`config.mk`:
```
export PLATFORM = sky130hd
export DESIGN_NAME = uart_psram_cmd_host
export DESIGN_NICKNAME = d
export VERILOG_FILES = /design/src/rtl/uart_psram_cmd_host.sv
export SDC_FILE = /design/constraint.sdc
export NUM_CORES = 1
export LEC_CHECK = 0
export CORE_AREA = 4 4 114 116
export CTS_BUF_LIST = sky130_fd_sc_hd__clkbuf_16
export DETAILED_ROUTE_END_ITERATION = 12
export DIE_AREA = 0 0 118 120
export PLACE_DENSITY = 0.68
export SYNTH_ARGS = -nofsm -noshare
export SYNTH_HDL_FRONTEND = slang
export SYNTH_SLANG_ARGS = --single-unit
```
`constraint.sdc`:
```
create_clock -name sys_clk -period 2.4 [get_ports sys_clk]
set_input_delay 0.48 -clock sys_clk [delete_from_list [all_inputs] [get_ports sys_clk]]
set_output_delay 0.48 -clock sys_clk [all_outputs]
set_load 0.05 [all_outputs]
```
`src/rtl/uart_psram_cmd_host.sv`:
```
// uart_psram_cmd_host
// Turns host frames arriving as UART RX bytes into PSRAM read/write requests and
// returns a status byte (plus read data on a good read) over the UART TX byte link.
//
// Handshakes: a transfer happens on a rising edge where valid and ready are both
// high. Once valid is raised the payload holds steady and valid stays high until
// that transfer. rx_valid has no ready and is a single-cycle strobe. rsp_valid is
// a single-cycle strobe that is honoured only in WAIT.
module uart_psram_cmd_host #(
  parameter int BYTE_TIMEOUT = 100_000,
  parameter int RSP_TIMEOUT  = 1_024
) (
  input  logic        sys_clk,
  input  logic        sys_rst_n,
  input  logic        rx_valid,
  input  logic [7:0]  rx_data,
  output logic        tx_valid,
  input  logic        tx_ready,
  output logic [7:0]  tx_data,
  output logic        cmd_valid,
  input  logic        cmd_ready,
  output logic [1:0]  cmd_rw,
  output logic [22:0] cmd_addr,
  output logic [15:0] cmd_wdata,
  input  logic        rsp_valid,
  input  logic [15:0] rsp_rdata,
  input  logic        rsp_error,
  output logic [3:0]  process,
  output logic        error,
  output logic        busy
);

  localparam logic [7:0] OP_WRITE = 8'h57;
  localparam logic [7:0] OP_READ  = 8'h52;
  localparam logic [7:0] STAT_OK  = 8'h4B;
  localparam logic [7:0] STAT_ERR = 8'h45;
  localparam logic [1:0] RW_WRITE = 2'b01;
  localparam logic [1:0] RW_READ  = 2'b10;

  localparam int BT_W = $clog2(BYTE_TIMEOUT + 1);
  localparam int RT_W = $clog2(RSP_TIMEOUT + 1);
  localparam logic [BT_W-1:0] BT_LAST = BT_W'(BYTE_TIMEOUT - 1);
  localparam logic [RT_W-1:0] RT_LAST = RT_W'(RSP_TIMEOUT - 1);

  // State encodings double as the debug process code.
  typedef enum logic [3:0] {
    S_IDLE  = 4'd0,
    S_ADDR  = 4'd1,
    S_DATA  = 4'd2,
    S_ISSUE = 4'd3,
    S_WAIT  = 4'd4,
    S_TX_ST = 4'd5,
    S_TX_HI = 4'd6,
    S_TX_LO = 4'd7
  } state_t;

  state_t          r_state;
  logic [1:0]      r_cnt;
  logic            r_is_read;
  logic [22:0]     r_addr;
  logic [15:0]     r_wdata;
  logic [15:0]     r_rdata;
  logic [BT_W-1:0] r_byte_tmr;
  logic [RT_W-1:0] r_rsp_tmr;
  logic            r_tx_valid;
  logic [7:0]      r_tx_data;
  logic            r_cmd_valid;
  logic [1:0]      r_cmd_rw;
  logic            r_error;
  logic            w_overrun;

  // A byte arriving while a request or reply is in flight cannot be buffered.
  assign w_overrun = rx_valid &&
                     (r_state inside {S_ISSUE, S_WAIT, S_TX_ST, S_TX_HI, S_TX_LO});

  assign tx_valid  = r_tx_valid;
  assign tx_data   = r_tx_data;
  assign cmd_valid = r_cmd_valid;
  assign cmd_rw    = r_cmd_rw;
  assign cmd_addr  = r_addr;
  assign cmd_wdata = r_wdata;
  assign process   = r_state;
  assign error     = r_error;
  assign busy      = (r_state != S_IDLE);

  // Main control FSM: frame parsing, request issue, response wait and TX sequencing.
  always_ff @(posedge sys_clk or negedge sys_rst_n) begin
    if (!sys_rst_n) begin
      r_state     <= S_IDLE;
      r_cnt       <= '0;
      r_is_read   <= 1'b0;
      r_addr      <= '0;
      r_wdata     <= '0;
      r_rdata     <= '0;
      r_byte_tmr  <= '0;
      r_rsp_tmr   <= '0;
      r_tx_valid  <= 1'b0;
      r_tx_data   <= '0;
      r_cmd_valid <= 1'b0;
      r_cmd_rw    <= '0;
      r_error     <= 1'b0;
    end else begin
      if (w_overrun) begin
        r_error <= 1'b1;
      end
      case (r_state)
        S_IDLE: begin
          if (rx_valid) begin
            if (rx_data == OP_WRITE || rx_data == OP_READ) begin
              r_is_read  <= (rx_data == OP_READ);
              r_cnt      <= '0;
              r_addr     <= '0;
              r_wdata    <= '0;
              r_byte_tmr <= '0;
              r_state    <= S_ADDR;
            end else begin
              r_is_read  <= 1'b0;
              r_tx_data  <= STAT_ERR;
              r_tx_valid <= 1'b1;
              r_error    <= 1'b1;
              r_state    <= S_TX_ST;
            end
          end
        end

        // Bit 7 of the first address byte falls off the top of the 23-bit shifter.
        S_ADDR: begin
          if (rx_valid) begin
            r_addr     <= {r_addr[14:0], rx_data};
            r_byte_tmr <= '0;
            if (r_cnt == 2'd2) begin
              r_cnt <= '0;
              if (r_is_read) begin
                r_cmd_valid <= 1'b1;
                r_cmd_rw    <= RW_READ;
                r_state     <= S_ISSUE;
              end else begin
                r_state <= S_DATA;
              end
            end else begin
              r_cnt <= r_cnt + 2'd1;
            end
          end else if (r_byte_tmr == BT_LAST) begin
            r_error <= 1'b1;
            r_state <= S_IDLE;
          end else begin
            r_byte_tmr <= r_byte_tmr + 1'b1;
          end
        end

        S_DATA: begin
          if (rx_valid) begin
            r_wdata    <= {r_wdata[7:0], rx_data};
            r_byte_tmr <= '0;
            if (r_cnt == 2'd1) begin
              r_cnt       <= '0;
              r_cmd_valid <= 1'b1;
              r_cmd_rw    <= RW_WRITE;
              r_state     <= S_ISSUE;
            end else begin
              r_cnt <= r_cnt + 2'd1;
            end
          end else if (r_byte_tmr == BT_LAST) begin
            r_error <= 1'b1;
            r_state <= S_IDLE;
          end else begin
            r_byte_tmr <= r_byte_tmr + 1'b1;
          end
        end

        // The controller may stall indefinitely here; the response timer starts at accept.
        S_ISSUE: begin
          if (cmd_ready) begin
            r_cmd_valid <= 1'b0;
            r_cmd_rw    <= '0;
            r_rsp_tmr   <= '0;
            r_state     <= S_WAIT;
          end
        end

        // A response on the expiry cycle is still taken as a response.
        S_WAIT: begin
          if (rsp_valid) begin
            r_rdata    <= rsp_rdata;
            r_tx_data  <= rsp_error ? STAT_ERR : STAT_OK;
            r_tx_valid <= 1'b1;
            if (rsp_error) begin
              r_error <= 1'b1;
            end
            r_state <= S_TX_ST;
          end else if (r_rsp_tmr == RT_LAST) begin
            r_tx_data  <= STAT_ERR;
            r_tx_valid <= 1'b1;
            r_error    <= 1'b1;
            r_state    <= S_TX_ST;
          end else begin
            r_rsp_tmr <= r_rsp_tmr + 1'b1;
          end
        end

        S_TX_ST: begin
          if (tx_ready) begin
            if (r_is_read && r_tx_data == STAT_OK) begin
              r_tx_data <= r_rdata[15:8];
              r_state   <= S_TX_HI;
            end else begin
              r_tx_valid <= 1'b0;
              r_state    <= S_IDLE;
            end
          end
        end

        S_TX_HI: begin
          if (tx_ready) begin
            r_tx_data <= r_rdata[7:0];
            r_state   <= S_TX_LO;
          end
        end

        S_TX_LO: begin
          if (tx_ready) begin
            r_tx_valid <= 1'b0;
            r_state    <= S_IDLE;
          end
        end

        default: begin
          r_state <= S_IDLE;
        end
      endcase
    end
  end

endmodule
```
### Word-level counts from Yosys, hierarchy flattened

Index checks and enable logic that the tools add are counted.

| storage, ports and cells | value |
|---|---|
| word-level logic and storage cells | 157 |
| output and inout bits | 57 |
| register bits after elaboration | 103 |

| operators by class | value |
|---|---|
| add/sub/neg operators | 3 |
| muxes and demuxes | 81 |
| reduce and logical (&&, ||, !) cells | 26 |
| equal/unequal tests | 34 |

Operators with widths:

| cell | count |
|---|---|
| 2-to-1 mux 23 bit | 3 |
| 2-to-1 mux 17 bit | 4 |
| 2-to-1 mux 8 bit | 7 |
| 2-to-1 mux 4 bit | 13 |
| 2-to-1 mux 16 bit | 3 |
| case mux 23 bit (2 select lines) | 1 |
| case mux 17 bit (2 select lines) | 1 |
| 2-to-1 mux 11 bit | 3 |
| case mux 16 bit (2 select lines) | 1 |
| case mux 4 bit (8 select lines) | 1 |
| case mux 8 bit (4 select lines) | 1 |
| inequality test 2 bit (second input constant) | 15 |
| == test 8 x 7 -> 1 bit (second input constant) | 3 |
| 2-to-1 mux 2 bit | 12 |
| 2-to-1 mux 1 bit | 23 |
| case mux 11 bit (2 select lines) | 1 |
| AND reduction 7 bit | 3 |
| adder 17 x 1 -> 17 bit (second input constant) | 1 |
| == test 17 bit (second input constant) | 1 |
| == test 4 x 3 -> 1 bit (second input constant) | 4 |
| AND reduction 4 bit | 4 |
| case mux 2 bit (3 select lines) | 2 |
| nonzero test 4 bit | 3 |
| adder 11 x 1 -> 11 bit (second input constant) | 1 |
| 22 further kinds | 33 |

### Depth between registers and ports, before layout

Gate-level depths: netlist (run 1).

| depth | value |
|---|---|
| depth in word-level cells | 7 |
| depth in mapped cells | 7 |
| gate-level depth less buffers | 6 |

### Least setup slack after synthesis (run 1)

Ideal clock, no wire load.

| timing path | value |
|---|---|
| kind | register -> register |
| start point | reg r_state[0], in the netlist process[0] |
| end point | reg r_tx_data[0], in the netlist tx_data[0] |
| arrival time | 2149 ps |
| library setup time | 125 ps |
| stages on the path, launching flop included | 8 |
| path buffers | 2 |
| slack | 126 ps |
| path through | dfrtp_1 -> buf_6 -> or4b_4 -> a31oi_4 -> a311oi_1 -> o211a_1 -> buf_6 -> mux2_4 |

| between the ends | value |
|---|---|
| word-level cells in the longest chain between the ends | 3 |
| elaborated cells on any way between the ends | 13 |
| classes of those cells | 9 x eq/ne; 1 x mux; 3 x reduce/logical |

Ends and longest elaborated chain:

| item | line | source |
|---|---|---|
| from (decl) | 57 | `state_t r_state;` |
| from (signal assigned) | 89 | `r_state <= S_IDLE;` |
| from (signal assigned) | 115 | `r_state <= S_ADDR;` |
| from (signal assigned) | 121 | `r_state <= S_TX_ST;` |
| == test 4 x 3 -> 1 bit / zero test 4 bit (equally long branches) | 106 | `case (r_state)` |
| inequality test 3 x 2 -> 1 bit (no line) (tied with other cells) | -- |  |
| AND reduction 7 bit (no line) | -- |  |
| to (signal assigned) | 185 | `r_tx_data <= rsp_error ? STAT_ERR : STAT_OK;` |
| to (signal assigned) | 204 | `r_tx_data <= r_rdata[15:8];` |
| to (signal assigned) | 215 | `r_tx_data <= r_rdata[7:0];` |
| to (decl) | 66 | `logic [7:0] r_tx_data;` |

Several ways; a longest one is shown, not always the timed one.
A chain may end at the register's enable or synchronous reset.

### Worst setup path in the final report (run 1)

| timing path | value |
|---|---|
| start point | in rx_data[7] |
| end point | reg r_tx_data[3], in the netlist tx_data[3] |

| between the ends | value |
|---|---|
| word-level cells in the longest chain between the ends | 4 |
| elaborated cells on any way between the ends | 5 |
| classes of those cells | 3 x eq/ne; 2 x reduce/logical |

Ends and longest elaborated chain:

| item | line | source |
|---|---|---|
| from (decl) | 16 | `input logic [7:0] rx_data,` |
| == test 8 x 7 -> 1 bit | 109 | `if (rx_data == OP_WRITE \|\| rx_data == OP_READ) begin` |
| logical OR 1 bit * | 109 |  |
| inequality test 2 bit (no line) * | -- |  |
| AND reduction 7 bit (no line) * | -- |  |

Every way passes the cells marked *; elsewhere a longest branch is shown, timed or not.

==> results.toml, run 1 <==
[setup_path]
arrival_ns = 2.54
r2r-start = "r_rsp_tmr[0]"
startpoint = "rx_data[7]"
endpoint_kind = "flip-flop"
reg2reg_depth = 7
crit_chain = "clkdlybuf4s50_1 > and4bb_2 > and3_1 > a311oi_1 > o211a_1 > buf_12 > mux2_4"
path_class = "input pin to flip-flop"
worstSetupEndpoint = "tx_data[3]"
crit_required_ns = 2.63
r2r-end = "tx_data[3]"
rrSetupSlack_ns = 0.12
start_kind = "input pin"
cpMaxStageDelayCell = "clkdlybuf4s50_1"
cp_max_fo = 8
crit_path_max_incr_delay_ns = 0.49

[logic_synthesis]
synth_edf_count = 0
synth_cells = 548
synth_adder_area_share_pct = 0.474
yosysTopAreaCell = "dfrtp_1"
synth_xor_area_share_pct = 1.66
synth_area_um2 = 5280
synth_top_family_by_area = "simple AND/OR/NAND/NOR gates"
synth_cell_types = 75
synth_compound_area_share_pct = 16.1
ys_dominant_reg_cell = "dfrtp_1"
syn_avg_cell_area_um2 = 9.63
synth_top_area_share_pct = 48.8
postSynth.asyncResetShare_pct = 100
yosys-mux-area-fraction_pct = 6.92
synthSimpleGateAreaFrac_pct = 22.6
synth_nets = 581
synth_area_leaders = "dfrtp_1 (49%), nand2_1 (7.3%), o21ai_0 (5.9%), mux2_2 (4.3%), mux2_4 (2.3%)"
synth.ff_latch_count = 103
ys_warn_count = 0
synth_seq_area_share_pct = 48.8

[placed_design]
dp_hpwl_um = 9650
dpl_worst_slack_ns = -0.249
port_buffers = 87
routabilityCongestion = 0.931
dp_cells = 799

[timing]
setup_tns_ns = 0
setup_viol = 0
period_share_pct = 96.2
relSlewSlack_pct = 55.6
rsz0062_at_grt = "no"
maxSlewViolCount = 0
min_period_ns = 2.31
hold_ws_ns = 0.0628
timing.final.ws_setup_ns = 0.0922
tightest_slew_ns = 0.656
maxClockFrequency_mhz = 433
hold_viol_final = 0
finClkSkew_ns = 0.00447

[floorplanning]
rows = 40
dieArea_um2 = 14200
core_um2 = 11900
die_w_um = 118
start_util_pct = 44.3
die_h_um = 120
io_pins = 88

[routing]
wirelength_um = 13400
routedWlPerCell_um = 16.4
drtAntennaViolNets = 0
dr.pass1.iters = 4
via_per_inst = 5.54
drt_iter0_drc = 375
drc = 0
vias = 4512

[worst_hold_path]
hp-class = "input pin to async pin"

[clock_network]
htree_num_levels = 3
clk_path_buf_depth = 2
clockRootBuffer = "clkbuf_16"
cts_sinks = 103
tritoncts = "yes"
cts-buffers-inserted = 9
clkSlewWorstSetupHoldPaths_ns = 0.07
cts_hold_buffers = 0
insertion_delay_ns = 0.35

[cells_and_area]
nNetsFinal = 696
multi_input_area_um2 = 2540
regArea_um2 = 2580
fillers = 1037
synthToLayoutAreaGrowth_pct = 31.8
diodes = 0
layout.cells.non_filler = 815
drive_above_1_share_pct = 16.9

[pwr]
ir_drop_mv = 0.529
swShare_pct = 37.9
pwr-share-seq_pct = 35.4
p_comb_share_pct = 40.1
p_leak_nw = 2.87
p_switching_mw = 2.56
power_mw = 6.76
p_per_area_nw_per_um2 = 973
p_int_mw = 4.20
clock_power_share_pct = 24.5

[grt]
antenna_found_initial = 0
grt_pass1_vias = 4567
grt.overflow.total = 0
grt_use_total_pct = 19.4
grt_pass1_wl_um = 22600
grt_max_degree = 66

[job]
maxCapViolCount = 0

[outcome]
status = "complete, no violations"
-- layout make-up --
class / count / share of cell area (%)
flip-flops and latches: 103 / 37.1
multi-input cells: 408 / 36.5
repair buffers: 136 / 18.7
clock buffers: 9 / 3.24
well taps: 147 / 2.64
clock inverters: 7 / 1.60
inverters: 5 / 0.270
-- critical path: cells and delay by family --
family	cells	cell delay, ns
buffers and inverters	2	0.63
AO/OA/AOI/OAI	2	0.65
multiplexers	1	0.30
AND/OR/NAND/NOR	2	0.47
-- cell usage after synthesis, drive strengths merged, types with 7 or more instances --
master,n
o31ai,10
nor3,8
dfrtp,103
nand2b,11
clkbuf,17
buf,15
mux2,28
nor2b,7
o21ai,63
nand2,102
nor2,30
nand3,20
xor2,9
a31oi,7
a21oi,15
nand4,11
-- placed cells by master, fill, tap and decap left out, drive strengths merged, types with 5 or more instances in the layout --
master	synthesis	final
nand2b	11	11
dfrtp	103	103
and3	6	6
nand3	20	20
nor2b	7	7
nor2	30	30
nor3	8	8
o21ai	63	63
a31oi	7	7
o211ai	5	5
clkbuf	17	9
clkdlybuf4s50	0	81
mux2	28	28
nand4	11	11
nor4b	5	5
buf	15	55
nand2	102	102
o31ai	10	10
xor2	9	9
clkinv	1	5
a21oi	15	15
-- registers in the layout, summed over array words and instances (netlist names), 2 cells and up --
signal / count
cmd_addr: 23
r_rdata: 16
r_cnt: 2
r_byte_tmr: 17
cmd_rw: 2
tx_data: 8
cmd_wdata: 16
r_rsp_tmr: 11
process: 4
-- kinds of logic after synthesis --
logic type	Yosys count
AND/OR/NAND/NOR	234
AO/OA/AOI/OAI	131
flip-flops	103
buffers and inverters	37
multiplexers	30
XOR/XNOR	10
adder cells (fa/ha/maj)	2
other	1
-- worst min-delay path by stage --
stage,endpoint,startpoint,slack (ns)
after CTS,r_byte_tmr[10],sys_rst_n,0.07
after global placement,r_byte_tmr[11],sys_rst_n,0.45
final,r_byte_tmr[11],sys_rst_n,0.06
after detailed placement,r_byte_tmr[11],sys_rst_n,0.45
after floorplan,cmd_addr[0],sys_rst_n,0.18
after global routing,r_byte_tmr[11],sys_rst_n,0.09
-- stage by stage --
step	utilization, %	area [µm²]
finish	58.4	6950
global route	58.4	6950
CTS	58.3	6950
detailed placement	55.5	6610
global placement	55.5	6610
floorplan	-	5280
-- timing repair --
action / 4_1_cts / 5_1_grt
buffers inserted: 0 / 0
gates resized for setup: 0 / 1
endpoints found under the setup margin: 0 / 1
-- routing by layer --
metal,vias up,global-route usage (%),share of wire [%]
li1,2205,-,-
met1,2160,25.7,46
met2,122,31.0,47
met3,25,3.77,4.5
met4,0,8.86,2.3
met5,-,0,0
-- power by group through the flow --
stage	combinational [mW]	sequential [mW]	clock, mW
2_1_floorplan	1.27	2.85	0
3_3_place_gp	2.65	2.40	0
3_5_place_dp	2.70	2.41	0
4_1_cts	2.72	2.39	1.69
5_1_grt	2.93	2.44	1.75
6_report	2.71	2.40	1.65
(Power assumes the default switching activity.)
==> run 2: changes to the inputs <==
Settings changed: GPL_ROUTABILITY_DRIVEN from default to 1, GPL_TIMING_DRIVEN from default to 0.
==> run 2 against run 1 <==
  * Clock power fell by 13%
  * Highest routed layer unchanged
  * First-iteration DRC count down 12%
  * Largest power group unchanged
  * Cell count fell by 2.1%
  * Cell area down 3.7%
  * Largest cell class unchanged
==> results.toml, run 2 (synthesis gave the netlist of run 1 again) <==
[placed_design]
routabilityCongestion = 0.899
port_buffers = 87
placed_cell_area_um2 = 6360
dp_cells = 783
dp_hpwl_um = 9920

[setup_path]
crit_chain = "clkdlybuf4s50_1 > and4bb_2 > a31oi_1 > or3_1 > buf_2 > or4_1 > o211ai_1"
cp_max_fo = 7
crit_required_ns = 2.66
path_class = "input pin to flip-flop"
cpMaxStageDelayCell = "clkdlybuf4s50_1"
start_kind = "input pin"
cp_top_family = "simple AND/OR/NAND/NOR gates"
crit_path_max_incr_delay_ns = 0.49
arrival_ns = 2.61
crit_buf_inv = 2
endpoint_kind = "flip-flop"

[pwr]
p_leak_nw = 2.68
swShare_pct = 40.1
p_switching_mw = 2.58
p_comb_share_pct = 41.2
p_per_area_nw_per_um2 = 963
ir_drop_mv = 0.530
clock_power_share_pct = 22.4
pwr-share-seq_pct = 36.4
p_int_mw = 3.86

[timing]
setup_viol = 0
rsz0062_at_grt = "yes"
finClkSkew_ns = 0.00514
maxSlewViolCount = 0
setup_tns_ns = 0
min_period_ns = 2.36
hold_viol_final = 0
tightest_slew_ns = 0.661
maxClockFrequency_mhz = 424
relSlewSlack_pct = 55.3
period_share_pct = 98.2

[cells_and_area]
layout.cells.non_filler = 798
postLayoutCellArea_um2 = 6700
final_common_cell = "dfrtp_1"
synthToLayoutAreaGrowth_pct = 26.9
diodes = 0
finish.utilization_pct = 56.2
nNetsFinal = 680
drive_above_1_share_pct = 12.6
largest_reg_flops = 23
final_cell_mix = "dfrtp_1 (103), nand2_1 (102), clkdlybuf4s50_1 (85), o21ai_0 (61), nor2_1 (26)"

[grt]
grt_use_total_pct = 19.1
grt.overflow.total = 0
antenna_found_initial = 0
grt_pass1_vias = 4463
grt_max_degree = 60
grt_pass1_wl_um = 22300

[floorplanning]
start_util_pct = 44.3
die_w_um = 118
die_h_um = 120
dieArea_um2 = 14200
core_um2 = 11900
rows = 40
io_pins = 88

[clock_network]
tritoncts = "yes"
cts_sinks = 103
post-cts-setup-buffers = 0
cts-buffers-inserted = 9
clk_path_buf_depth = 2
cts_hold_buffers = 0
clockRootBuffer = "clkbuf_16"
htree_num_levels = 3
insertion_delay_ns = 0.34
clkSlewWorstSetupHoldPaths_ns = 0.07

[routing]
drc = 0
drt_iter0_drc = 330
wirelength_um = 13500
drtAntennaViolNets = 0
vias = 4552
via_per_inst = 5.70
dr.pass1.iters = 5
routedWlPerCell_um = 16.9

[job]
maxCapViolCount = 0

[outcome]
status = "complete, no violations"

[worst_hold_path]
hp-class = "input pin to async pin"
==> run 2: cell types whose count changed in the layout (fill, tap and decap cells not counted), moves of 3 or more <==
cell	change
buf_12	-6
buf_4	-46
clkbuf_1	+15
clkdlybuf4s50_1	+4
buf_2	+10
nor2_1	-3
==> run 2: stage by stage <==
| step | setup WS (ns) | hold slack (ns) | power, mW |
|---|---|---|---|
| 2_1_floorplan | 0.126 | 0.184 | 4.13 |
| 5_1_grt | -0.00220 | 0.180 | 6.78 |
| 3_3_place_gp | -3.01 | 0.462 | 4.91 |
| 4_1_cts | 0.0346 | 0.157 | 6.43 |
| 6_report | 0.0439 | 0.141 | 6.45 |
| 3_5_place_dp | -0.380 | 0.469 | 4.98 |
==> run 2: final timing paths <==
check	start	to	slack [ns]	cells after the start
setup reg to reg	process[1]	r_byte_tmr[14]	0.10	7
setup / recovery	rx_data[7]	r_byte_tmr[3]	0.04	7
max in group asynchronous	sys_rst_n	cmd_wdata[2]	1.58	2
hold reg to reg	cmd_addr[21]	cmd_addr[21]	0.48	2
min in group sys_clk	cmd_addr[21]	cmd_addr[21]	0.48	2
hold / removal	sys_rst_n	r_byte_tmr[9]	0.14	1
==> run 2: worst register-to-register path, stage by stage (launching register included) <==
cell and delay, ns:
dfrtp_1 0.42, buf_2 0.29, buf_4 0.23, o2111ai_1 0.20, nor4b_1 0.63, a31oi_1 0.17
o21ai_0 0.17, o31ai_1 0.09
==> run 2: power by group through the flow <==
stage	combinational [mW]	clock, mW	sequential [mW]
floorplan	1.27	0	2.85
global placement	2.54	0	2.37
detailed placement	2.60	0	2.38
CTS	2.62	1.46	2.35
global route	2.84	1.54	2.40
finish	2.66	1.44	2.35
==> run 2: metal layers <==
metal  vias up  wire length [µm]  global-route usage (%)
li1       2166                 -                       -
met1      2248              6280                    25.6
met2       122              6430                    31.5
met3        16               614                    3.82
met4         0               182                    6.01
met5         -                 0                       0
==> run 2: area by class of cell <==
type,instances,area (µm²)
Fill cell,1060,5210
Sequential cell,103,2580
Multi-Input combinational cell,408,2570
Timing Repair Buffer,88,897
Clock buffer,9,225
Tap cell,147,184
Buffer,32,158
Clock inverter,6,62.6
Inverter,5,18.8
==> run 2: repair_timing <==
action	in CTS	in global routing
pin swaps	0	1
hold endpoints to repair	0	0
gates resized for setup	6	13
endpoints found under the setup margin	10	30
cloned	0	0
